===== src/rtl/riscv_mmio_pkg.sv =====
// Shared definitions for the memory-mapped peripherals on the data store path.
//   UART_*_OFS : register offsets from a peripheral's base address
//   ST_*       : bit positions inside the UART STATUS register
//   uart_tx_state_t : transmitter frame state
package riscv_mmio_pkg;

  localparam logic [31:0] UART_TXDATA_OFS = 32'd0;
  localparam logic [31:0] UART_STATUS_OFS = 32'd4;

  localparam int ST_BUSY    = 0;
  localparam int ST_FULL    = 1;
  localparam int ST_EMPTY   = 2;
  localparam int ST_OVF     = 3;
  localparam int ST_CNT_LSB = 8;

  typedef enum logic [1:0] {
    IDLE  = 2'd0,
    START = 2'd1,
    DATA  = 2'd2,
    STOP  = 2'd3
  } uart_tx_state_t;

endpackage


===== src/rtl/sync_fifo.sv =====
// Single-clock FIFO with occupancy count.
//   clk, reset      : clock (rising edge), asynchronous active-low reset
//   push / din      : write strobe and data; ignored while full, even if a pop
//                     happens in the same cycle
//   pop / dout      : read strobe; dout always shows the head entry
//   full, empty     : occupancy flags
//   count           : entries held, 0..DEPTH
module sync_fifo #(
  parameter int WIDTH = 8,
  parameter int DEPTH = 8
) (
  input  logic                     clk,
  input  logic                     reset,
  input  logic                     push,
  input  logic                     pop,
  input  logic [WIDTH-1:0]         din,
  output logic [WIDTH-1:0]         dout,
  output logic                     full,
  output logic                     empty,
  output logic [$clog2(DEPTH):0]   count
);

  localparam int AW = $clog2(DEPTH);
  localparam int CW = AW + 1;

  logic [WIDTH-1:0] r_mem [DEPTH];
  logic [AW-1:0]    r_wr_ptr;
  logic [AW-1:0]    r_rd_ptr;
  logic [CW-1:0]    r_count;
  logic             w_push_ok;
  logic             w_pop_ok;

  assign full      = (r_count == CW'(DEPTH));
  assign empty     = (r_count == '0);
  assign count     = r_count;
  assign w_push_ok = push & ~full;
  assign w_pop_ok  = pop & ~empty;

  // Head is read without a register so a consumer can load it in the same
  // cycle it decides to pop.
  assign dout = r_mem[r_rd_ptr];

  always_ff @(posedge clk) begin
    if (w_push_ok) r_mem[r_wr_ptr] <= din;
  end

  // Power-of-two depth: pointers wrap naturally.
  always_ff @(posedge clk or negedge reset) begin
    if (!reset) begin
      r_wr_ptr <= '0;
      r_rd_ptr <= '0;
      r_count  <= '0;
    end else begin
      if (w_push_ok) r_wr_ptr <= r_wr_ptr + AW'(1);
      if (w_pop_ok)  r_rd_ptr <= r_rd_ptr + AW'(1);
      case ({w_push_ok, w_pop_ok})
        2'b10:   r_count <= r_count + CW'(1);
        2'b01:   r_count <= r_count - CW'(1);
        default: r_count <= r_count;
      endcase
    end
  end

endmodule


===== src/rtl/mmio_uart_tx.sv =====
// Memory-mapped 8N1 UART transmitter on the processor store path.
//   clk, reset : clock (rising edge), asynchronous active-low reset
//   wr_en      : store strobe
//   addr       : byte address; TXDATA at BASE_ADDR, STATUS at BASE_ADDR+4
//   wdata      : store data; TXDATA uses [7:0], STATUS write bit3=1 clears overflow
//   rd_data    : STATUS value when addr hits STATUS, else 0 (combinational)
//   sel        : addr hits either register (combinational)
//   tx         : serial line, idle high
//   irq        : high while FIFO empty and transmitter idle
module mmio_uart_tx
  import riscv_mmio_pkg::*;
#(
  parameter int          CLK_FREQ   = 50_000_000,
  parameter int          BAUD       = 115200,
  parameter int          FIFO_DEPTH = 8,
  parameter logic [31:0] BASE_ADDR  = 32'h0000_1000
) (
  input  logic        clk,
  input  logic        reset,
  input  logic        wr_en,
  input  logic [31:0] addr,
  input  logic [31:0] wdata,
  output logic [31:0] rd_data,
  output logic        sel,
  output logic        tx,
  output logic        irq
);

  localparam int DIV   = CLK_FREQ / BAUD;
  localparam int CNT_W = $clog2(DIV);
  localparam int CW    = $clog2(FIFO_DEPTH) + 1;

  uart_tx_state_t   r_state;
  logic [CNT_W-1:0] r_baud_cnt;
  logic [2:0]       r_bit_idx;
  logic [7:0]       r_shift;
  logic             r_tx;
  logic             r_irq;
  logic             r_ovf;

  logic             w_txdata_hit;
  logic             w_status_hit;
  logic             w_push;
  logic             w_push_ok;
  logic             w_pop;
  logic             w_full;
  logic             w_empty;
  logic [CW-1:0]    w_count;
  logic [7:0]       w_fifo_dout;
  logic             w_bit_end;
  logic             w_idle_next;
  logic             w_empty_next;
  logic             w_ovf_clr;
  logic [31:0]      w_status;
  logic             w_unused;

  assign w_txdata_hit = (addr == BASE_ADDR + UART_TXDATA_OFS);
  assign w_status_hit = (addr == BASE_ADDR + UART_STATUS_OFS);
  assign sel          = w_txdata_hit | w_status_hit;
  assign w_push       = wr_en & w_txdata_hit;
  assign w_push_ok    = w_push & ~w_full;
  assign w_pop        = (r_state == IDLE) & ~w_empty;
  assign w_ovf_clr    = wr_en & w_status_hit & wdata[ST_OVF];
  assign w_unused     = ^wdata[31:8];

  sync_fifo #(
    .WIDTH (8),
    .DEPTH (FIFO_DEPTH)
  ) u_fifo (
    .clk   (clk),
    .reset (reset),
    .push  (w_push),
    .pop   (w_pop),
    .din   (wdata[7:0]),
    .dout  (w_fifo_dout),
    .full  (w_full),
    .empty (w_empty),
    .count (w_count)
  );

  always_comb begin
    w_status                      = '0;
    w_status[ST_BUSY]             = (r_state != IDLE);
    w_status[ST_FULL]             = w_full;
    w_status[ST_EMPTY]            = w_empty;
    w_status[ST_OVF]              = r_ovf;
    w_status[ST_CNT_LSB +: 8]     = 8'(w_count);
  end

  assign rd_data = w_status_hit ? w_status : '0;

  // Overflow is sticky; set and clear target different addresses so they
  // can never coincide.
  always_ff @(posedge clk or negedge reset) begin
    if (!reset)                 r_ovf <= 1'b0;
    else if (w_push & w_full)   r_ovf <= 1'b1;
    else if (w_ovf_clr)         r_ovf <= 1'b0;
  end

  assign w_bit_end = (r_baud_cnt == CNT_W'(DIV - 1));

  // irq is registered from the post-edge state so it exactly tracks
  // "FIFO empty and transmitter idle".
  assign w_idle_next  = ((r_state == IDLE) & w_empty) |
                        ((r_state == STOP) & w_bit_end);
  assign w_empty_next = w_pop ? ((w_count == CW'(1)) & ~w_push_ok)
                              : (w_empty & ~w_push_ok);

  // r_tx is loaded with the level of the state being entered, so the line
  // changes on the same edge as the state.
  always_ff @(posedge clk or negedge reset) begin
    if (!reset) begin
      r_state    <= IDLE;
      r_baud_cnt <= '0;
      r_bit_idx  <= '0;
      r_shift    <= '0;
      r_tx       <= 1'b1;
      r_irq      <= 1'b1;
    end else begin
      r_irq <= w_idle_next & w_empty_next;
      case (r_state)
        IDLE: begin
          r_tx <= 1'b1;
          if (!w_empty) begin
            r_shift    <= w_fifo_dout;
            r_state    <= START;
            r_baud_cnt <= '0;
            r_tx       <= 1'b0;
          end
        end
        START: begin
          if (w_bit_end) begin
            r_state    <= DATA;
            r_baud_cnt <= '0;
            r_bit_idx  <= '0;
            r_tx       <= r_shift[0];
          end else begin
            r_baud_cnt <= r_baud_cnt + CNT_W'(1);
          end
        end
        DATA: begin
          if (w_bit_end) begin
            r_baud_cnt <= '0;
            if (r_bit_idx == 3'd7) begin
              r_state <= STOP;
              r_tx    <= 1'b1;
            end else begin
              r_shift   <= {1'b0, r_shift[7:1]};
              r_bit_idx <= r_bit_idx + 3'd1;
              r_tx      <= r_shift[1];
            end
          end else begin
            r_baud_cnt <= r_baud_cnt + CNT_W'(1);
          end
        end
        STOP: begin
          if (w_bit_end) begin
            r_state    <= IDLE;
            r_baud_cnt <= '0;
          end else begin
            r_baud_cnt <= r_baud_cnt + CNT_W'(1);
          end
        end
        default: r_state <= IDLE;
      endcase
    end
  end

  assign tx  = r_tx;
  assign irq = r_irq;

endmodule

===== config.mk =====
export PLATFORM = sky130hd
export DESIGN_NAME = mmio_uart_tx
export DESIGN_NICKNAME = d
export VERILOG_FILES = /design/src/rtl/riscv_mmio_pkg.sv /design/src/rtl/sync_fifo.sv /design/src/rtl/mmio_uart_tx.sv
export SDC_FILE = /design/constraint.sdc
export NUM_CORES = 1
export LEC_CHECK = 0
export CORE_ASPECT_RATIO = 0.9
export CORE_UTILIZATION = 40
export CTS_CLUSTER_SIZE = 16
export DETAILED_ROUTE_END_ITERATION = 12
export PLACE_DENSITY_LB_ADDON = 0.25
export SYNTH_ARGS = -nofsm -noshare
export SYNTH_HDL_FRONTEND = slang
export SYNTH_SLANG_ARGS = --single-unit

===== constraint.sdc =====
create_clock -name clk -period 3.45 [get_ports clk]
set_input_delay 0.345 -clock clk [delete_from_list [all_inputs] [get_ports clk]]
set_output_delay 0.345 -clock clk [all_outputs]
set_load 0.01 [all_outputs]

# ---- After elaboration in Yosys (flattened, before gate mapping)
# Memory sizes are Yosys's and may differ from the RTL's.
# Cells that the tools add are included.
dict set report word_totals {
  reg_bits 35
  latchBits 0
  ram_bits 64
  rom_bits 0
  in_bits 67
  out_inout_bits 35
  elab_cells 93
  mem_count 1
}
dict set report classes {
  add_sub_neg 6
  n_mul 0
  div 0
  order_cmp 0
  n_eq_ne 17
  n_shift 0
  muxes 29
  bitwise_logic 17
  reduce_logical 13
}
# name words width read_ports rd_ports_with_merged_regs wr line_no
set memory_table {}
lappend memory_table {u_fifo.r_mem 8 8 1 0 1 sync_fifo.sv:26} ;# logic [WIDTH-1:0] r_mem [DEPTH];
# cell n
set op_table {}
lappend op_table {{$eq 32x13->1 const B} 2}
lappend op_table {{$mux 8} 3}
lappend op_table {{$mux 9} 2}
lappend op_table {{$pmux 9 s2} 1}
lappend op_table {{$pmux 8 s2} 1}
lappend op_table {{$and 1x1->1} 12}
lappend op_table {{$mux 12} 1}
lappend op_table {{$ne 2x2->1 const B} 6}
lappend op_table {{$mux 2} 5}
lappend op_table {{$reduce_bool 2->1} 5}
lappend op_table {{$add 3x1->3 const B} 3}
lappend op_table {{$add 9x1->9 const B} 1}
lappend op_table {{$eq 9x9->1 const B} 1}
lappend op_table {{$mux 1} 9}
lappend op_table {{$mux 3} 3}
lappend op_table {{$pmux 2 s4} 1}
lappend op_table {{$pmux 4 s2} 1}
lappend op_table {{$reduce_and 4->1} 2}
lappend op_table {{$eq 2x2->1 const B} 3}
lappend op_table {{$pmux 3 s2} 1}
lappend op_table {{$reduce_and 5->1} 1}
lappend op_table {{$add 4x1->4 const B} 1}
lappend op_table {{$eq 2x1->1 const B} 2}
lappend op_table {{$eq 4x1->1 const B} 1}
lappend op_table {{11 further kinds} 14}

# ---- Longest topological paths before layout
# Gate-level depths: netlist (run 1).
dict set report logic_depth {
  word_depth 7
  ltp_mapped 10
  ltp_nobuf 9
}

# ---- By module
# Synthesis (run 1) repeated with hierarchy kept, for this count alone.
dict set report hier_totals {
  hier_cells 354
  area_unflattened_um2 4933.5
}
# module instances cells_per_inst area_each_um2
set modules_own_cells {}
lappend modules_own_cells {sync_fifo 1 160 3134.3}
lappend modules_own_cells {mmio_uart_tx 1 194 1799.2}

# ---- Least setup slack after synthesis (run 1)
# OpenSTA, ideal clock, no wires.
dict set report synth_path {
  path_type {reg2reg}
  start {reg u_fifo.r_count[0] (netlist: u_fifo.count[0])}
  end {mem u_fifo.r_mem[1][0], enable pin}
  setup_ns 0.395
  t_arrival_ns 2.154
  path_slack_ns 0.901
  stages_incl_launch_ff 8
  path_buffers 1
  synth_period_minus_slack_ns 2.549
  path_cell_list {dfrtp_1 inv_1 ha_1 and3b_1 nor2_1 nand4_1 buf_2 nor4_1}
}
dict set report synth_between {
  elab_chain_len 5
}
# element line_no
set synth_lines {}
lappend synth_lines {{start: declaration} sync_fifo.sv:29} ;# logic [CW-1:0] r_count;
lappend synth_lines {{start signal: assignment} sync_fifo.sv:57} ;# 2'b10: r_count <= r_count + CW'(1);
lappend synth_lines {{start signal: assignment} sync_fifo.sv:58} ;# 2'b01: r_count <= r_count - CW'(1);
lappend synth_lines {{start signal: assignment} sync_fifo.sv:59} ;# default: r_count <= r_count;
lappend synth_lines {{$eq 4x4->1} sync_fifo.sv:33} ;# assign full = (r_count == CW'(DEPTH));
lappend synth_lines {{$not 1->1} sync_fifo.sv:36} ;# assign w_push_ok = push & ~full;
lappend synth_lines {{$and 1x1->1} sync_fifo.sv:36}
lappend synth_lines {{$mux 1} sync_fifo.sv:44} ;# if (w_push_ok) r_mem[r_wr_ptr] <= din;
lappend synth_lines {{$mux 1 (not written as such)} sync_fifo.sv:44}
lappend synth_lines {{end: declaration} sync_fifo.sv:26}
# Every way passes these cells.

# ---- Worst setup path after layout (run 1)
dict set report layout_path {
  start {in addr[7]}
  end {out rd_data[1]}
}
dict set report layout_between {
  elab_chain_len 2
}
# element line_no
set layout_lines {}
lappend layout_lines {{start: declaration} mmio_uart_tx.sv:21} ;# input logic [31:0] addr,
lappend layout_lines {{$eq 32x13->1} mmio_uart_tx.sv:58} ;# assign w_status_hit = (addr == BASE_ADDR + UART_STATUS_OFS);
lappend layout_lines {{$mux 12} mmio_uart_tx.sv:90} ;# assign rd_data = w_status_hit ? w_status : '0;
lappend layout_lines {{end: declaration} mmio_uart_tx.sv:23} ;# output logic [31:0] rd_data,
# Every way passes these cells.

==> run_results.csv, run 1 <==
group,metric,value,unit
timing,period_minus_slack,2.81,ns
critical_path,r2r_start,"u_fifo.count[0]",
clock_network,cts_root_buf,"clkbuf_16",
clock_network,cts_tree,"done",
synthesis,yosys_warnings,0,
placed_design,finalWeightedCongestion,0.770,
critical_path,crit_arrival,2.46,ns
synthesis,synthMuxAreaShare,0.102,
pwr,total_power,2.44,mW
critical_path,startpoint,"addr[7]",
pwr,sw_frac_of_total,0.223,
synthesis,synth_area_leaders,"edfxtp_1 (39%), dfrtp_1 (17%), mux4_1 (5.9%)",
critical_path,cpMaxStageDelayCell,"clkdlybuf4s50_1",
routing,firstDrtPassIters,4,
clock_network,cts.path.max_buffers,2,
timing,fmax,356,MHz
timing,grt_setup_unrepaired,"no",
hold_path,hold_path_class,"primary input to async pin",
floorplanning,fp.dieH,107,µm
critical_path,slowest_delay,0.54,ns
floorplanning,die_x,119,µm
clock_network,insertion_delay,0.34,ns
pwr,pwr-share-seq,0.548,
global_route,antenna_found_initial,0,
placed_design,detailed_place_hpwl,6.56,mm
timing,setup_violations,0,
global_route,track_usage,0.159,
clock_network,cts_hold_buf,0,
clock_network,clock-sinks,99,
synthesis,synth-edff-count,64,
routing,dr.first_iter.drc_count,174,
clock_network,clkSlewWorstSetupHoldPaths,0.07,ns
timing,slew_headroom,0.461,
global_route,grt_start_max_net_pins,36,
routing,vias_per_cell,5.25,
finish,layout-drive-gt1-share,0.110,
floorplanning,fp-row-count,37,
synthesis,synth-compound-area-share,0.0719,
synthesis,synthDistinctLibCells,57,
timing,finalHoldViolCount,0,
synthesis,synth_top_area_frac,0.393,
synthesis,yosysTopAreaCell,"edfxtp_1",
clock_network,cts_resized,0,
synthesis,netlist_area,4890,µm²
pwr,p_clk_frac,0.391,
critical_path,cp_common_cell,"clkdlybuf4s50_1",
finish,syn_to_final_growth,18.6,%
critical_path,cp_max_fo,5,
routing,drcViolationCount,0,
synthesis,synth_cells,361,
synthesis,synth.avg_cell_area,13.5,µm²
global_route,grt_pass1_wl,15.5,mm
floorplanning,io_pins,102,
floorplanning,start_util,0.419,
timing,report.final.slew_viol_count,0,
global_route,grt_pass1_vias,3006,
floorplanning,core_area,11700,µm²
synthesis,synthArstFlopShare,0.354,
critical_path,required,3.11,ns
critical_path,cp_cell_sequence,"clkdlybuf4s50_1 -> nor4b_1 -> nand4_1 -> nor2_1 -> and3_1 -> clkdlybuf4s50_1",
synthesis,yosysMostFrequentCell,"edfxtp_1",
synthesis,yosys.area_share.simple,0.128,
flow_run,drv_cap,0,
routing,vias,3061,
routing,wirelength,9.57,mm
floorplanning,die-area,12700,µm²
clock_network,cts_setup_buffers,0,
timing,worst_slew_pin_slew,0.808,ns
critical_path,worst_setup_path_start_kind,"primary input",
pwr,peakVddDrop,0.342,mV
synthesis,yosysSeqAreaShare,0.573,
timing,fin_setup_tns,0,ns
synthesis,synthAdderAreaFrac,0.0384,
timing,skew,0.00731,ns
synthesis,synth-xor-area-share,0.0233,
outcome,status,"completed",
placed_design,io_buffers,53,
clock_network,cts_max_level,3,
pwr,p_sw,545,µW
global_route,grt_overflow,0,
pwr,p_per_area,421,nW/µm²
finish,nets,504,
routing,postRouteAntennaNets,0,
synthesis,synth_seq_cells,99,
synthesis,netlist_top_cells_count,"edfxtp_1 (64), dfrtp_1 (33), buf_4 (24), nand2_1 (24), nor2_1 (20)",
pwr,pwr-share-comb,0.062,
pwr,p_int,1.90,mW
critical_path,path_class,"primary input to output port",
routing,wire_per_inst,16.4,µm
finish,diodes,0,
timing,period_share,0.813,
synthesis,synthFlopType,"edfxtp_1",
clock_network,numCtsBuffers,9,
critical_path,end_kind,"output port",
pwr,leakage,2.16,nW
synthesis,synth_top_family_by_area,"simple AND/OR/NAND/NOR gates",
layout by cell type (no fill, tap or decap), types with 3 or more instances in the layout:
cell type / instances
a21oi_1: 8
a221o_1: 4
a22o_1: 7
and3_1: 4
buf_4: 12
clkbuf_16: 9
clkdlybuf4s50_1: 52
conb_1: 24
dfrtp_1: 33
edfxtp_1: 64
ha_1: 15
inv_1: 9
inv_6: 3
mux2_2: 7
mux4_1: 11
mux4_2: 5
nand2_1: 24
nand3_1: 12
nand4_1: 8
nor2_1: 20
nor3_1: 9
nor4_1: 10
nor4b_1: 3
o21ai_0: 10
o31ai_1: 3
or3_1: 3
xnor2_1: 8
xor2_1: 5
power groups by stage:
stage	clock network (mW)	registers [mW]	logic, mW
final	0.954	1.34	0.150
after detailed placement	0	1.36	0.151
after floorplan	0	1.35	0.0965
after global placement	0	1.36	0.147
after global routing	1.03	1.34	0.170
after CTS	0.980	1.34	0.151
metrics by stage:
stage               instance area (µm²)  setup slack (ns)  instances   util  hold slack, ns
floorplan                          4980             0.901        384      -          0.0494
global placement                   5520             0.719        567  0.473           0.494
detailed placement                 5520             0.656        567  0.473           0.490
CTS                                5800             0.655        583  0.497           0.127
global route                       5800             0.518        583  0.497           0.156
finish                             5800             0.644        583  0.497          0.0952
worst max-delay path: cells and delay by family:
kind | cells | cell delay, ns
buffers and inverters | 2 | 0.94
AND/OR/NAND/NOR | 4 | 1.18
worst paths after layout:
kind	cells past startpoint	end	slack (ns)
max in group asynchronous	1	r_shift[0]	2.84
min	1	r_baud_cnt[4]	0.1
min in group clk	2	r_shift[4]	0.54
max	6	rd_data[1]	0.64
min reg2reg	2	r_shift[4]	0.54
max reg2reg	10	u_fifo.count[3]	1.12
registers in the layout (all words and copies together) (netlist names):
| name | count |
|---|---|
| r_baud_cnt | 9 |
| u_fifo.r_wr_ptr | 3 |
| u_fifo.r_mem | 64 |
| r_shift | 8 |
| irq | 1 |
| u_fifo.count | 4 |
| r_state | 2 |
| r_bit_idx | 3 |
| u_fifo.r_rd_ptr | 3 |
| r_ovf | 1 |
| tx | 1 |
logic make-up after synthesis:
family          after synthesis
simple gates                112
flops                        99
compound gates               49
buf+inv                      47
mux                          25
fa+ha+maj                    15
xor+xnor                     13
other cells                   1
area by class of cell:
| class | instances | area [µm²] |
|---|---|---|
| timing repair buffer | 65 | 616 |
| tap | 156 | 195 |
| sequential | 99 | 2800 |
| inverter | 9 | 33.8 |
| multi-input combinational | 238 | 1870 |
| fill | 1034 | 5860 |
| clock buffer | 9 | 225 |
| clock inverter | 7 | 57.6 |
per-layer routing:
metal  track usage  vias up  wire length (µm)
met5             0        -                 0
met2         0.258       48              4580
met1         0.218     1530              4620
li1              -     1477                 -
met4        0.0407        0                84
met3        0.0356        6               282
Power figures use the tool's default switching activity.
==> run 2: changes to the inputs <==
- clock period: 3.45 -> 2.6 ns (I/O delays scaled with it)
==> run 2 against run 1 <==
Sequential share of layout area fell by 0.51 points. Via count rose by 1.1%. Design area rose by 1.1%. Sequential power increased by 32%. Critical endpoint unchanged. Largest power group unchanged. Highest routed layer unchanged.
==> run_results.csv, run 2 (same netlist as run 1, synthesis figures left out) <==
group,metric,value,unit
global_route,grt_pass1_vias,3072,
finish,syn_to_final_growth,19.9,%
critical_path,path_class,"primary input to output port",
floorplanning,io_pins,102,
timing,period_minus_slack,2.48,ns
clock_network,cts_tree,"done",
clock_network,cts_hold_buf,0,
routing,drcViolationCount,0,
finish,diodes,0,
timing,grt_setup_unrepaired,"no",
outcome,status,"completed",
timing,fin_hold_ws,0.00759,ns
global_route,grt_pass1_wl,15.9,mm
finish,layout_commonest_cell,"edfxtp_1",
routing,wire_per_inst,16.7,µm
critical_path,cp_max_fo,5,
finish,n_fill_cell,1028,
clock_network,cts.path.max_buffers,2,
clock_network,cts_root_buf,"clkbuf_16",
timing,finalHoldViolCount,0,
floorplanning,die-area,12700,µm²
timing,skew,0.0100,ns
routing,dr.first_iter.drc_count,154,
finish,reg_top3,"u_fifo.r_mem: 64 flops, r_baud_cnt: 9 flops, r_shift: 8 flops",
routing,vias_per_cell,5.27,
clock_network,clock-sinks,99,
routing,vias,3096,
flow_run,drv_cap,0,
global_route,antenna_found_initial,0,
pwr,leakage,2.18,nW
placed_design,io_buffers,53,
critical_path,required,2.34,ns
floorplanning,core_area,11700,µm²
critical_path,end_kind,"output port",
finish,stdcell_area,5860,µm²
critical_path,worst_setup_path_start_kind,"primary input",
floorplanning,die_x,119,µm
finish,nets,509,
pwr,p_per_area,559,nW/µm²
routing,firstDrtPassIters,4,
timing,setup_violations,0,
timing,worst_slew_pin_slew,0.815,ns
critical_path,crit_arrival,2.22,ns
finish,largest_reg_flops,64,
routing,wirelength,9.79,mm
floorplanning,start_util,0.419,
routing,postRouteAntennaNets,0,
clock_network,clkSlewWorstSetupHoldPaths,0.07,ns
global_route,grt_overflow,0,
global_route,track_usage,0.165,
floorplanning,fp.dieH,107,µm
floorplanning,fp-row-count,37,
finish,layout-drive-gt1-share,0.130,
timing,period_share,0.955,
finish,final_cell_mix,"edfxtp_1 (64), clkdlybuf4s50_1 (52), dfrtp_1 (33)",
finish,regMostFlops,"u_fifo.r_mem",
pwr,peakVddDrop,0.501,mV
timing,fmax,403,MHz
clock_network,insertion_delay,0.35,ns
clock_network,cts_max_level,3,
global_route,grt_start_max_net_pins,36,
clock_network,numCtsBuffers,9,
timing,report.final.slew_viol_count,0,
placed_design,dpl-instance-area,5540,µm²
placed_design,finalWeightedCongestion,0.820,
timing,slew_headroom,0.456,
hold_path,hold_path_class,"primary input to async pin",
placed_design,detailed_place_hpwl,6.76,mm
run 2: cell count changes in the layout (fill, tap and decap cells not counted), sizes merged:
cell  previous run  this run
buf             13        18
run 2: final timing paths:
check,start,endpoint,slack (ns),cells past startpoint
min in group clk,r_shift[4],r_shift[4],0.55,2
max in group asynchronous,reset,u_fifo.r_rd_ptr[2],2.08,1
worst min-delay path,reset,r_baud_cnt[2],0.008,1
worst min register to register,r_shift[4],r_shift[4],0.55,2
worst max-delay path,addr[29],rd_data[1],0.12,6
worst max register to register,u_fifo.count[0],u_fifo.count[3],0.27,10
run 2: what timing repair did:
action	4_1_cts	5_1_grt
endpoints found under the setup margin	0	52
resized for setup	0	3
setup buffers	0	2
run 2: routing by layer:
metal  GRT usage  wire length (µm)  vias up
met1       0.212              4380     1540
li1            -                 -     1477
met2       0.280              4960       67
met3      0.0372               333       12
met5           0                 0        -
met4      0.0515               124        0
run 2: stage by stage:
step	setup WS (ns)	power [mW]	std cells	util	setup TNS, ns
3_5_place_dp	-0.0159	2.01	570	0.475	-0.200
6_report	0.118	3.28	588	0.503	0
3_3_place_gp	0.0269	2.00	570	0.475	0
4_1_cts	0.0996	3.30	586	0.500	0
2_1_floorplan	0.0512	1.92	384	-	0
5_1_grt	0.00410	3.40	588	0.503	0
run 2: area by class of cell:
cell class                 count  area, µm²  area share
sequential                    99       2800       0.477
multi-input combinational    238       1890       0.323
timing repair buffer          70        653       0.111
clock buffer                   9        225      0.0384
tap                          156        195      0.0333
clock inverter                 7       63.8      0.0109
inverter                       9       33.8     0.00576
run 2: worst max-delay path: stages:
cell,delay (ns)
clkdlybuf4s50_1,0.40
nor4_1,0.37
nand4_1,0.19
nor2_1,0.27
and3_1,0.20
clkdlybuf4s50_1,0.54
run 2: where the power goes:
part           switching (mW)  internal, mW
clock                   0.628         0.676
sequential             0.0437          1.73
combinational          0.0846         0.118
total                   0.756          2.52
